`src/rtl/pkt_proc_deq_reader.sv`:
```
// Read-side companion of the packet processor: dequeues buffered words, checks
// sop/eop framing, measures packet length and forwards words through a credit-limited FWFT FIFO.
module pkt_proc_deq_reader #(
    parameter int DATA_W      = 32,
    parameter int LEN_W       = 12,
    parameter int OFIFO_DEPTH = 4,
    parameter int RD_LAT      = 1,
    parameter int CNT_W       = 16
) (
    input  logic              pck_proc_int_mem_fsm_clk,
    input  logic              pck_proc_int_mem_fsm_rstn,
    input  logic              pck_proc_int_mem_fsm_sw_rstn,
    input  logic              rd_enable,
    input  logic              pck_proc_empty,
    output logic              deq_req,
    input  logic              out_sop,
    input  logic [DATA_W-1:0] rd_data_o,
    input  logic              out_eop,
    output logic              m_valid,
    input  logic              m_ready,
    output logic [DATA_W-1:0] m_data,
    output logic              m_sop,
    output logic              m_eop,
    output logic [LEN_W-1:0]  m_len,
    output logic              frame_err,
    output logic [CNT_W-1:0]  pkt_cnt
);

    localparam int PW = (OFIFO_DEPTH > 1) ? $clog2(OFIFO_DEPTH) : 1;
    localparam int OW = $clog2(RD_LAT + 1);
    localparam int SW = PW + OW + 1;
    localparam logic [LEN_W-1:0] LEN_MAX = '1;

    typedef enum logic [1:0] {
        IDLE   = 2'd0,
        RUN    = 2'd1,
        FINISH = 2'd2
    } state_e;

    logic clk;
    logic rst_n;
    logic clr_n;

    assign clk   = pck_proc_int_mem_fsm_clk;
    assign rst_n = pck_proc_int_mem_fsm_rstn;
    assign clr_n = pck_proc_int_mem_fsm_sw_rstn;

    state_e state_q, state_d;
    logic   fin_eop_q, fin_eop_d;

    logic [RD_LAT-1:0] strb_q, strb_d;
    logic [RD_LAT:0]   strb_pipe;
    logic              strobe;
    logic [OW-1:0]     outstanding;
    logic [OW-1:0]     pending;
    logic              eop_cap;

    logic             in_pkt_q, in_pkt_d;
    logic [LEN_W-1:0] cnt_q, cnt_d, cnt_nx;
    logic             frame_err_q, err_d;
    logic             push, push_sop, push_eop;
    logic [LEN_W-1:0] push_len;

    logic [DATA_W-1:0] data_mem [OFIFO_DEPTH];
    logic              sop_mem  [OFIFO_DEPTH];
    logic              eop_mem  [OFIFO_DEPTH];
    logic [LEN_W-1:0]  len_mem  [OFIFO_DEPTH];
    logic [PW-1:0]     wr_ptr_q, rd_ptr_q;
    logic [PW:0]       fifo_cnt_q;
    logic              pop;
    logic [SW-1:0]     credit;

    logic [CNT_W-1:0]  pkt_cnt_q;

    // Each deq_req travels down this pipe; the tail marks the cycle its word is returned.
    assign strb_pipe = {strb_q, deq_req};
    assign strb_d    = strb_pipe[RD_LAT-1:0];
    assign strobe    = strb_q[RD_LAT-1];
    assign eop_cap   = strobe & out_eop;

    always_comb begin
        outstanding = '0;
        for (int i = 0; i < RD_LAT; i++) begin
            outstanding = outstanding + OW'(strb_q[i]);
        end
    end

    assign pending = outstanding - OW'(strobe);
    assign credit  = SW'(fifo_cnt_q) + SW'(outstanding);

    always_ff @(posedge clk or negedge rst_n) begin
        if (!rst_n) begin
            strb_q <= '0;
        end else if (!clr_n) begin
            strb_q <= '0;
        end else begin
            strb_q <= strb_d;
        end
    end

    always_ff @(posedge clk or negedge rst_n) begin
        if (!rst_n) begin
            state_q   <= IDLE;
            fin_eop_q <= 1'b0;
        end else if (!clr_n) begin
            state_q   <= IDLE;
            fin_eop_q <= 1'b0;
        end else begin
            state_q   <= state_d;
            fin_eop_q <= fin_eop_d;
        end
    end

    // Leaving RUN mid-packet drains to the eop in FINISH; fin_eop remembers that eop arrived.
    always_comb begin
        state_d = state_q;
        case (state_q)
            IDLE: begin
                if (rd_enable) state_d = RUN;
            end
            RUN: begin
                if (!rd_enable) begin
                    if (in_pkt_d) state_d = FINISH;
                    else if (outstanding == '0) state_d = IDLE;
                end
            end
            FINISH: begin
                if (rd_enable) state_d = RUN;
                else if ((fin_eop_q || eop_cap) && pending == '0) state_d = IDLE;
            end
            default: state_d = IDLE;
        endcase
        fin_eop_d = (state_d == FINISH) && (fin_eop_q || (state_q == FINISH && eop_cap));
    end

    always_comb begin
        deq_req = 1'b0;
        if (clr_n && state_q != IDLE && !pck_proc_empty && credit < SW'(OFIFO_DEPTH)) begin
            deq_req = !(state_q == FINISH && (fin_eop_q || eop_cap));
        end
    end

    // Framing decode of the returned word: a sop inside a packet restarts it, a stray body word is dropped.
    always_comb begin
        push     = 1'b0;
        push_sop = 1'b0;
        push_eop = 1'b0;
        push_len = '0;
        err_d    = 1'b0;
        in_pkt_d = in_pkt_q;
        cnt_d    = cnt_q;
        cnt_nx   = cnt_q;
        if (strobe) begin
            if (out_sop) begin
                err_d    = in_pkt_q;
                push     = 1'b1;
                push_sop = 1'b1;
                cnt_nx   = LEN_W'(1);
            end else if (in_pkt_q) begin
                push   = 1'b1;
                cnt_nx = (cnt_q == LEN_MAX) ? cnt_q : cnt_q + LEN_W'(1);
            end else begin
                err_d = 1'b1;
            end
            if (push) begin
                cnt_d = cnt_nx;
                if (out_eop) begin
                    push_eop = 1'b1;
                    push_len = cnt_nx;
                    in_pkt_d = 1'b0;
                end else begin
                    in_pkt_d = 1'b1;
                end
            end
        end
    end

    always_ff @(posedge clk or negedge rst_n) begin
        if (!rst_n) begin
            in_pkt_q    <= 1'b0;
            cnt_q       <= '0;
            frame_err_q <= 1'b0;
        end else if (!clr_n) begin
            in_pkt_q    <= 1'b0;
            cnt_q       <= '0;
            frame_err_q <= 1'b0;
        end else begin
            in_pkt_q    <= in_pkt_d;
            cnt_q       <= cnt_d;
            frame_err_q <= err_d;
        end
    end

    assign pop = m_valid & m_ready;

    always_ff @(posedge clk) begin
        if (push) begin
            data_mem[wr_ptr_q] <= rd_data_o;
            sop_mem[wr_ptr_q]  <= push_sop;
            eop_mem[wr_ptr_q]  <= push_eop;
            len_mem[wr_ptr_q]  <= push_len;
        end
    end

    // The credit check on deq_req guarantees a push never lands on a full FIFO.
    always_ff @(posedge clk or negedge rst_n) begin
        if (!rst_n) begin
            wr_ptr_q   <= '0;
            rd_ptr_q   <= '0;
            fifo_cnt_q <= '0;
        end else if (!clr_n) begin
            wr_ptr_q   <= '0;
            rd_ptr_q   <= '0;
            fifo_cnt_q <= '0;
        end else begin
            if (push) wr_ptr_q <= wr_ptr_q + PW'(1);
            if (pop)  rd_ptr_q <= rd_ptr_q + PW'(1);
            case ({push, pop})
                2'b10:   fifo_cnt_q <= fifo_cnt_q + (PW+1)'(1);
                2'b01:   fifo_cnt_q <= fifo_cnt_q - (PW+1)'(1);
                default: fifo_cnt_q <= fifo_cnt_q;
            endcase
        end
    end

    always_ff @(posedge clk or negedge rst_n) begin
        if (!rst_n) begin
            pkt_cnt_q <= '0;
        end else if (!clr_n) begin
            pkt_cnt_q <= '0;
        end else if (pop && m_eop) begin
            pkt_cnt_q <= pkt_cnt_q + CNT_W'(1);
        end
    end

    assign m_valid   = (fifo_cnt_q != '0);
    assign m_data    = m_valid ? data_mem[rd_ptr_q] : '0;
    assign m_sop     = m_valid ? sop_mem[rd_ptr_q]  : 1'b0;
    assign m_eop     = m_valid ? eop_mem[rd_ptr_q]  : 1'b0;
    assign m_len     = m_valid ? len_mem[rd_ptr_q]  : '0;
    assign frame_err = frame_err_q;
    assign pkt_cnt   = pkt_cnt_q;

endmodule

```
`config.mk`:
```
export PLATFORM = sky130hd
export DESIGN_NAME = pkt_proc_deq_reader
export DESIGN_NICKNAME = d
export VERILOG_FILES = /design/src/rtl/pkt_proc_deq_reader.sv
export SDC_FILE = /design/constraint.sdc
export NUM_CORES = 1
export LEC_CHECK = 0
export ABC_CLOCK_PERIOD_IN_PS = 8160
export CAP_MARGIN = 25
export CORE_ASPECT_RATIO = 1.5
export CORE_MARGIN = 10
export CORE_UTILIZATION = 45
export DETAILED_ROUTE_END_ITERATION = 16
export HOLD_SLACK_MARGIN = 0.15
export PLACE_DENSITY = 0.75
export SETUP_SLACK_MARGIN = 0.05
export SLEW_MARGIN = 0
export SYNTH_ARGS = -nofsm -noshare
export SYNTH_HDL_FRONTEND = slang
export SYNTH_SLANG_ARGS = --single-unit
```
`constraint.sdc`:
```
create_clock -name pck_proc_int_mem_fsm_clk -period 8.16 [get_ports pck_proc_int_mem_fsm_clk]
set_clock_uncertainty 0.2 [all_clocks]
set_input_delay 0.816 -clock pck_proc_int_mem_fsm_clk [delete_from_list [all_inputs] [get_ports pck_proc_int_mem_fsm_clk]]
set_output_delay 0.816 -clock pck_proc_int_mem_fsm_clk [all_outputs]
set_load 0.02 [all_outputs]
```
==> results of run 1 <==
-- cell usage in the layout (no fill, tap or decap), types with 14 or more instances in the layout --
cell	synthesis	final
nor2b_1	48	48
clkdlybuf4s50_1	0	103
mux4_2	46	46
a21oi_1	26	26
nand2_1	25	25
nor2_1	19	19
clkbuf_16	0	21
o21ai_0	14	14
edfxtp_1	184	184
dfrtp_1	41	39
-- critical path: cells and delay by family, from the launching register on --
family                 cells  cell delay (ns)
DFF                        1             0.68
and+or+nand+nor            1             0.28
buffers and inverters      2             0.94
muxes                      1             0.22
-- timing repair --
item / 4_1_cts / 5_1_grt
hold buffers: 0 / 1
setup buffers: 0 / 0
endpoints found under the hold margin: 0 / 4
-- power by group through the flow --
stage,registers [mW],clock network (mW),logic [mW]
after floorplan,1.29,0,0.497
final,1.28,0.957,0.834
after CTS,1.33,0.978,0.792
after detailed placement,1.35,0,0.789
after global routing,1.28,1.03,0.897
after global placement,1.36,0,0.774
-- per-stage QoR --
| stage | power (mW) | cells |
|---|---|---|
| after detailed placement | 2.14 | 930 |
| final | 3.07 | 971 |
| after global placement | 2.13 | 929 |
| after global routing | 3.20 | 971 |
| after CTS | 3.10 | 967 |
| after floorplan | 1.79 | 584 |
-- cells by family (layout without fill, tap and decap cells) --
family | count (synthesis) | count (layout) | share of synthesized area (%)
adder cells (fa/ha/maj) | 8 | 8 | 1.14
AO/OA/AOI/OAI | 69 | 69 | 4.67
multiplexers | 49 | 49 | 11.3
AND/OR/NAND/NOR | 180 | 180 | 10.8
buffers and inverters | 42 | 165 | 1.72
XOR/XNOR | 11 | 11 | 1.02
flip-flops | 225 | 225 | 69.3
-- final cells by class --
type | count | area share, %
repair buffers | 114 | 10.1
clock buffers | 28 | 5.05
well taps | 264 | 2.87
inverters | 14 | 0.456
flip-flops and latches | 225 | 56.9
multi-input cells | 317 | 23.8
clock inverters | 9 | 0.879
-- sequential cells by signal (all words and copies together), names as in the netlist, 2 cells and up --
register / cells
wr_ptr_q: 2
pkt_cnt: 16
fifo_cnt_q: 3
eop_mem: 4
cnt_q: 12
data_mem: 128
rd_ptr_q: 2
state_q: 2
sop_mem: 4
len_mem: 48
-- worst paths after layout --
kind,depth (start not counted),end,start,slack [ns]
max in group asynchronous,3,rd_ptr_q[0]$_DFFE_PN0P_,pck_proc_int_mem_fsm_rstn,6.84
hold reg to reg,1,fin_eop_q$_DFF_PN0_,state_q[1]$_DFF_PN0_,0.30
min in group asynchronous,2,cnt_q[2]$_DFFE_PN0P_,pck_proc_int_mem_fsm_rstn,0.46
hold / removal,1,fin_eop_q$_DFF_PN0_,state_q[1]$_DFF_PN0_,0.30
setup reg to reg,5,data_mem[3][2]$_DFFE_PP_,in_pkt_q$_DFF_PN0_,5.19
setup / recovery,4,m_data[3],rd_ptr_q[1]$_DFFE_PN0P_,4.50
-- metal layers --
metal / part of all wire [%] / up-vias
met5: 0.066 / -
met4: 2.5 / 2
met3: 5.1 / 41
met2: 54 / 147
met1: 38 / 2759
li1: - / 2493
==> results.yml, run 1 <==
grt:
  grtUsageMet3_pct: 3.30
  grt-ovfl-total: 0
  grt_max_degree: 49
  grt_pass1_vias: 5664
  busiest_layer: "met2"
  antenna_found_initial: 1
  track_usage_pct: 14.2
  grt_pass1_wl_mm: 31.5
  grtUsageMet1_pct: 15.9
  met2_usage_pct: 26.3
cts:
  clk_pin_slew_worst_paths_ns: 0.06
  cts_resized: 0
  cts_max_path_buffers: 3
  h-tree-depth: 1
  clkLatencyLatePin_ns: 0.49
  cts-root-buf: "clkbuf_16"
  clock-sinks: 225
  cts_tree: "done"
  cts_buffers: 21
die:
  chipHeight_um: 197
  die_w_um: 138
  fp.coreArea_um2: 20500
  pin_count: 105
  fp-row-count: 64
  die-area_um2: 27300
  start_util_pct: 46.1
pwr:
  sequentialPowerShare_pct: 41.6
  ir_worst_vdd_v: 0.000262
  sw_frac_of_total_pct: 27.5
  pwr-share-clk_pct: 31.2
  p_per_area_nw_per_um2: 266
  combPwrFrac_pct: 27.2
  p_sw_uw: 843
  p_int_mw: 2.23
  p_leak_nw: 3.75
route:
  antenna_left: 0
  route.detailed.drc: 0
  vias: 5442
  routed_wl_mm: 19.7
  wl_per_cell_um: 20.3
  drtIter0Drc: 532
  first_pass_iters: 5
  viasPerCell: 5.60
finish:
  final_util_pct: 56.2
  multi_input_comb_area_um2: 2750
  final_cell_area_um2: 11500
  n_antenna_cell: 0
  seq_area_um2: 6560
  nets: 741
  syn_to_final_growth_pct: 22.0
  drive_above_1_share_pct: 14.0
  fillers: 1640
run_status:
  outcome: "complete, no violations"
sta:
  worst_pin_slew_ns: 0.934
  finalCriticalPeriod_ns: 3.66
  holdWs_ns: 0.299
  setup-tns-final_ns: 0
  report.final.slew_viol_count: 0
  hold_violations: 0
  finalCritPeriodShare_pct: 44.9
  worst_slack_ns: 4.50
  rsz0062_at_grt: "false"
  relSlewSlack_pct: 37.2
  setup_violations: 0
  max_freq_mhz: 273
place:
  gp_congestion: 0.887
  placed_area_um2: 10800
  post-dp-hpwl_mm: 12.9
  dp_slack_ns: 4.33
  numPortBuffers: 104
setup_path:
  crit_path_end_kind: "output port"
  crit_slowest_cell: "dfrtp_2"
  worstPathRequired_ns: 7.14
  crit_type: "flop to output port"
  start_kind: "flop"
  cp_cell_sequence: "buf_12, mux4_2, nor2b_1, clkdlybuf4s50_1"
  cp_max_fo: 30
  slowest_delay_ns: 0.68
  arrival_ns: 2.65
synth:
  synth_ff_type: "edfxtp_1"
  ys_types: 50
  synth.area.top_cells: "edfxtp_1 (58%), mux4_2 (11%), dfrtp_1 (11%)"
  synth_top_area_share_pct: 58.5
  yosysSeqAreaShare_pct: 69.3
  synth_nets: 632
  synth.top_cells.by_count: "edfxtp_1 (184), nor2b_1 (48), mux4_2 (46)"
  synthArstFlopShare_pct: 18.2
  ys_warn_count: 0
  syn-instance-count: 584
  synth_area_um2: 9450
  synth.avg_cell_area_um2: 16.2
  ys_seq_elements: 225
  synth_top_area_cell: "edfxtp_1"
  synth.most_common_cell: "edfxtp_1"
  synth_edf_count: 184
run:
  cap_violations: 0
worst_hold_path:
  hp-class: "flop to flop"
Note: power is estimated with default switching activity, not from simulation.
==> run 2: changes to the inputs <==
--- a/config.mk
+++ b/config.mk
@@ -5,14 +5,14 @@
 export SDC_FILE = /design/constraint.sdc
 export NUM_CORES = 1
 export LEC_CHECK = 0
-export ABC_CLOCK_PERIOD_IN_PS = 8160
+export ABC_CLOCK_PERIOD_IN_PS = 3100
 export CAP_MARGIN = 25
 export CORE_ASPECT_RATIO = 1.5
 export CORE_MARGIN = 10
 export CORE_UTILIZATION = 45
 export DETAILED_ROUTE_END_ITERATION = 16
 export HOLD_SLACK_MARGIN = 0.15
-export PLACE_DENSITY = 0.75
+export PLACE_DENSITY = 0.78
 export SETUP_SLACK_MARGIN = 0.05
 export SLEW_MARGIN = 0
 export SYNTH_ARGS = -nofsm -noshare
==> constraint.sdc (replaced) <==
create_clock -name pck_proc_int_mem_fsm_clk -period 3.1 [get_ports pck_proc_int_mem_fsm_clk]
set_clock_uncertainty 0.2 [all_clocks]
set_input_delay 0.31 -clock pck_proc_int_mem_fsm_clk [delete_from_list [all_inputs] [get_ports pck_proc_int_mem_fsm_clk]]
set_output_delay 0.31 -clock pck_proc_int_mem_fsm_clk [all_outputs]
set_load 0.02 [all_outputs]
==> results.yml, run 2 (synthesized netlist as in run 1, its figures left out) <==
run_status:
  outcome: "complete, no violations"
pwr:
  ir_worst_vdd_v: 0.000564
  p_per_area_nw_per_um2: 695
  p_leak_nw: 4.07
  combPwrFrac_pct: 28.5
  sequentialPowerShare_pct: 41.2
  sw_frac_of_total_pct: 28.3
  p_sw_mw: 2.31
  pwr-share-clk_pct: 30.3
  p_int_mw: 5.84
cts:
  h-tree-depth: 1
  clock-sinks: 225
  clk_pin_slew_worst_paths_ns: 0.06
  clkLatencyLatePin_ns: 0.49
  cts_max_path_buffers: 3
  cts-root-buf: "clkbuf_16"
  cts_buffers: 21
  cts_tree: "done"
grt:
  grt_pass1_wl_mm: 33.4
  grt_pass1_vias: 6090
  grt-ovfl-total: 0
  track_usage_pct: 14.9
  grt_max_degree: 48
  antenna_found_initial: 2
place:
  post-dp-hpwl_mm: 13.6
  numPortBuffers: 104
  dp_slack_ns: 0.361
  gp_congestion: 0.911
sta:
  worst_slack_ns: 0.129
  rsz0062_at_grt: "false"
  hold_violations: 0
  relSlewSlack_pct: 49.1
  finalCritPeriodShare_pct: 95.8
  report.final.slew_viol_count: 0
  setup_violations: 0
  finalCriticalPeriod_ns: 2.97
  max_freq_mhz: 337
  worst_pin_slew_ns: 0.763
  setup-tns-final_ns: 0
run:
  cap_violations: 0
die:
  pin_count: 105
  die-area_um2: 27300
  fp.coreArea_um2: 20500
  fp-row-count: 64
  start_util_pct: 46.1
  die_w_um: 138
  chipHeight_um: 197
route:
  route.detailed.drc: 0
  first_pass_iters: 4
  drtIter0Drc: 331
  wl_per_cell_um: 20.8
  routed_wl_mm: 20.6
  vias: 5561
  antenna_left: 0
  viasPerCell: 5.63
setup_path:
  start_kind: "flop"
  slowest_delay_ns: 0.66
  cp_max_fo: 8
  worstPathRequired_ns: 2.59
  arrival_ns: 2.46
  crit_type: "flop to output port"
  crit_slowest_cell: "clkdlybuf4s50_1"
  cp_cell_sequence: "buf_4, mux4_2, nor2b_1, clkdlybuf4s50_1"
  crit_path_end_kind: "output port"
finish:
  nets: 756
  fillers: 1628
  drive_above_1_share_pct: 16.3
  multi_input_comb_area_um2: 2750
  top_register: "data_mem"
  syn_to_final_growth_pct: 24.1
  layout.cells.most_common: "edfxtp_1"
  layout_common_cells: "edfxtp_1 (184), clkdlybuf4s50_1 (89), nor2b_1 (48), mux4_2 (46), dfrtp_1 (39)"
  largest_reg_flops: 128
  final_util_pct: 57.2
  seq_area_um2: 6560
worst_hold_path:
  hp-class: "input port to flop"
## run 2: per-stage QoR
stage / total power [mW] / area, µm² / hold slack [ns] / instances
2_1_floorplan: 4.70 / 9460 / -0.186 / 584
3_3_place_gp: 5.75 / 11000 / 0.217 / 944
3_5_place_dp: 5.77 / 11000 / 0.211 / 944
4_1_cts: 8.28 / 11700 / 0.177 / 986
5_1_grt: 8.52 / 11700 / 0.193 / 987
6_report: 8.15 / 11700 / 0.192 / 988
## run 2: cell type report
cell class	count	share of cell area, %
clock inverter	13	0.886
clock buffer	25	4.87
multi-input combinational	317	23.4
tap	264	2.82
inverter	14	0.448
antenna	1	0.0213
timing repair buffer	129	11.6
sequential	225	55.9
## run 2: critical path, delay by kind of cell (launching register included)
kind | cells | cell delay, ns
buf+inv | 2 | 0.85
flops | 1 | 0.56
simple gates | 1 | 0.22
mux | 1 | 0.33
## run 2: worst paths after layout
kind / from / endpoint / slack [ns] / cells past startpoint
max: rd_ptr_q[0]$_DFFE_PN0P_ / m_sop / 0.13 / 4
min: pck_proc_empty / strb_q$_DFF_PN0_ / 0.19 / 2
max reg2reg: cnt_q[0]$_DFFE_PN0P_ / len_mem[2][0]$_DFFE_PP_ / 0.47 / 5
min reg2reg: state_q[1]$_DFF_PN0_ / fin_eop_q$_DFF_PN0_ / 0.30 / 1
max in group asynchronous: pck_proc_int_mem_fsm_rstn / strb_q$_DFF_PN0_ / 1.83 / 3
min in group asynchronous: pck_proc_int_mem_fsm_rstn / cnt_q[5]$_DFFE_PN0P_ / 0.20 / 2
## run 2: what timing repair did
| action | CTS | global route |
|---|---|---|
| cloned | 0 | 0 |
| endpoints found under the hold margin | 31 | 0 |
| setup endpoints to repair | 39 | 27 |
| gates resized for setup | 1 | 14 |
| hold buffers | 1 | 0 |
| setup buffers | 3 | 1 |
## run 2: routing by layer
| layer | part of all wire, % | global-route usage [%] |
|---|---|---|
| met1 | 38 | 16.4 |
| met3 | 5.2 | 2.74 |
| met5 | 0.063 | 0 |
| met2 | 54 | 27.8 |
| met4 | 2.8 | 5.32 |
## run 2: power by group through the flow
stage	Clock [mW]	Combinational [mW]	Sequential, mW
3_3_place_gp	0	2.31	3.44
3_5_place_dp	0	2.33	3.44
2_1_floorplan	0	1.31	3.39
5_1_grt	2.66	2.50	3.37
4_1_cts	2.54	2.38	3.36
6_report	2.47	2.32	3.36
==> run 3: changes to the inputs <==
--- a/config.mk
+++ b/config.mk
@@ -12,6 +12,7 @@
 export CORE_UTILIZATION = 45
 export DETAILED_ROUTE_END_ITERATION = 16
 export HOLD_SLACK_MARGIN = 0.15
+export MAX_ROUTING_LAYER = met4
 export PLACE_DENSITY = 0.78
 export SETUP_SLACK_MARGIN = 0.05
 export SLEW_MARGIN = 0
--- a/constraint.sdc
+++ b/constraint.sdc
@@ -2,4 +2,4 @@
 set_clock_uncertainty 0.2 [all_clocks]
 set_input_delay 0.31 -clock pck_proc_int_mem_fsm_clk [delete_from_list [all_inputs] [get_ports pck_proc_int_mem_fsm_clk]]
 set_output_delay 0.31 -clock pck_proc_int_mem_fsm_clk [all_outputs]
-set_load 0.02 [all_outputs]
+set_load 0.1 [all_outputs]
==> results.yml, run 3 (synthesized netlist as in run 1, its figures left out) <==
die:
  start_util_pct: 46.1
  die_w_um: 138
  die-area_um2: 27300
  chipHeight_um: 197
  fp.coreArea_um2: 20500
  pin_count: 105
  fp-row-count: 64
finish:
  fillers: 1553
  largest_reg_flops: 128
  syn_to_final_growth_pct: 29.5
  top_register: "data_mem"
  layout_common_cells: "edfxtp_1 (184), buf_12 (53), mux4_2 (46), nor2b_2 (39), dfrtp_1 (39)"
  multi_input_comb_area_um2: 2850
  drive_above_1_share_pct: 30.4
  seq_area_um2: 6560
  layout.cells.most_common: "edfxtp_1"
  nets: 753
  final_cell_area_um2: 12200
sta:
  setup-tns-final_ns: 0
  rsz0062_at_grt: "false"
  worst_pin_slew_ns: 0.639
  setup_violations: 0
  finalCritPeriodShare_pct: 94.2
  finalCriticalPeriod_ns: 2.92
  max_freq_mhz: 342
  hold_violations: 0
  worst_slack_ns: 0.179
  report.final.slew_viol_count: 0
  relSlewSlack_pct: 57.0
setup_path:
  r2r_start: "cnt_q[0]$_DFFE_PN0P_"
  crit_path_end_kind: "output port"
  r2r_setup_slack_ns: 0.43
  worstPathRequired_ns: 2.59
  start_kind: "flop"
  cp_max_fo: 14
  cp_top_family: "flip-flops"
  crit_slowest_cell: "dfrtp_4"
  slowest_delay_ns: 0.61
  crit_type: "flop to output port"
  crit_start: "rd_ptr_q[0]$_DFFE_PN0P_"
  cp_cell_sequence: "buf_4, mux4_2, nor2b_2, buf_12"
  arrival_ns: 2.41
  worst-path-buf-inv: 2
  r2r_cells: 6
  r2r-end: "len_mem[0][9]$_DFFE_PP_"
run:
  cap_violations: 0
grt:
  grt_pass1_wl_mm: 33.2
  grt_max_degree: 47
  antenna_found_initial: 1
  grt_pass1_vias: 5973
  track_usage_pct: 15.4
  grt-ovfl-total: 0
route:
  route.detailed.drc: 0
  wl_per_cell_um: 21.7
  viasPerCell: 5.60
  routed_wl_mm: 21.4
  vias: 5516
  antenna_left: 0
  drtIter0Drc: 463
  first_pass_iters: 5
worst_hold_path:
  min_to: "strb_q$_DFF_PN0_"
  hp-class: "input port to flop"
  hp-start: "pck_proc_empty"
  hold_depth: 2
cts:
  cts-root-buf: "clkbuf_16"
  cts_max_path_buffers: 3
  h-tree-depth: 1
  cts_resized: 0
  cts_tree: "done"
  clk_pin_slew_worst_paths_ns: 0.07
  clock-sinks: 225
  cts_buffers: 21
  clkLatencyLatePin_ns: 0.50
pwr:
  p_leak_nw: 4.16
  p_per_area_nw_per_um2: 918
  ir_worst_vdd_v: 0.000548
  power_mw: 11.2
place:
  post-dp-hpwl_mm: 13.9
  numPortBuffers: 104
  placed_area_um2: 11400
  gp_congestion: 0.898
  dp_slack_ns: 0.328
run_status:
  outcome: "complete, no violations"
-- run 3: changes by cell type in the layout (fill, tap and decap cells not counted), sizes merged, moves of 2 or more --
cell           delta
buf              +61
clkdlybuf4s50    -51
dlymetal6s2s     -13
bufinv            +3
clkbuf            -2
clkinv            -2
-- run 3: metrics by stage --
stage | instances | util, % | hold WS (ns)
6_report | 985 | 59.7 | 0.212
5_1_grt | 985 | 59.7 | 0.222
4_1_cts | 982 | 59.6 | 0.205
3_5_place_dp | 942 | 55.8 | 0.280
3_3_place_gp | 942 | 55.8 | 0.265
2_1_floorplan | 584 | - | -0.186
-- run 3: worst max path at each step --
stage | to | slack [ns] | cells past startpoint
global placement | len_mem[0][7]$_DFFE_PP_ | 0.40 | 7
finish | m_len[10] | 0.18 | 4
floorplan | deq_req | 0.12 | 4
detailed placement | len_mem[0][7]$_DFFE_PP_ | 0.33 | 7
global route | m_len[10] | 0.06 | 4
CTS | m_data[5] | 0.15 | 4
-- run 3: area by class of cell --
type                       instances  share of cell area (%)
antenna                            1                  0.0204
clock buffer                      23                    4.44
clock inverter                    15                    1.56
inverter                          14                   0.429
multi-input combinational        317                    23.3
sequential                       225                    53.6
tap                              264                    2.70
timing repair buffer             126                    14.0
-- run 3: what timing repair did --
action | 4_1_cts | 5_1_grt
buffers inserted | 1 | 0
hold buffers | 1 | 1
setup endpoints to repair | 19 | 0
endpoints found under the hold margin | 41 | 4
-- run 3: routing by layer --
| layer | up-vias | wire length (µm) | track usage, % |
|---|---|---|---|
| met2 | 175 | 11800 | 27.9 |
| met5 | - | 0 | - |
| li1 | 2510 | - | - |
| met1 | 2793 | 8080 | 16.8 |
| met4 | 0 | 636 | 5.87 |
| met3 | 38 | 849 | 2.09 |
-- run 3: power breakdown --
group | switching, mW | internal (mW)
sequential | 0.0782 | 3.30
clock | 1.10 | 1.61
combinational | 3.33 | 1.81
-- run 3: worst register-to-register path: cells and delay by family (launching register included) --
kind	cells	cell delay (ns)
flip-flops	1	0.47
buffers and inverters	1	0.24
AO/OA/AOI/OAI	1	0.09
AND/OR/NAND/NOR	3	1.19
adder cells (fa/ha/maj)	1	0.28
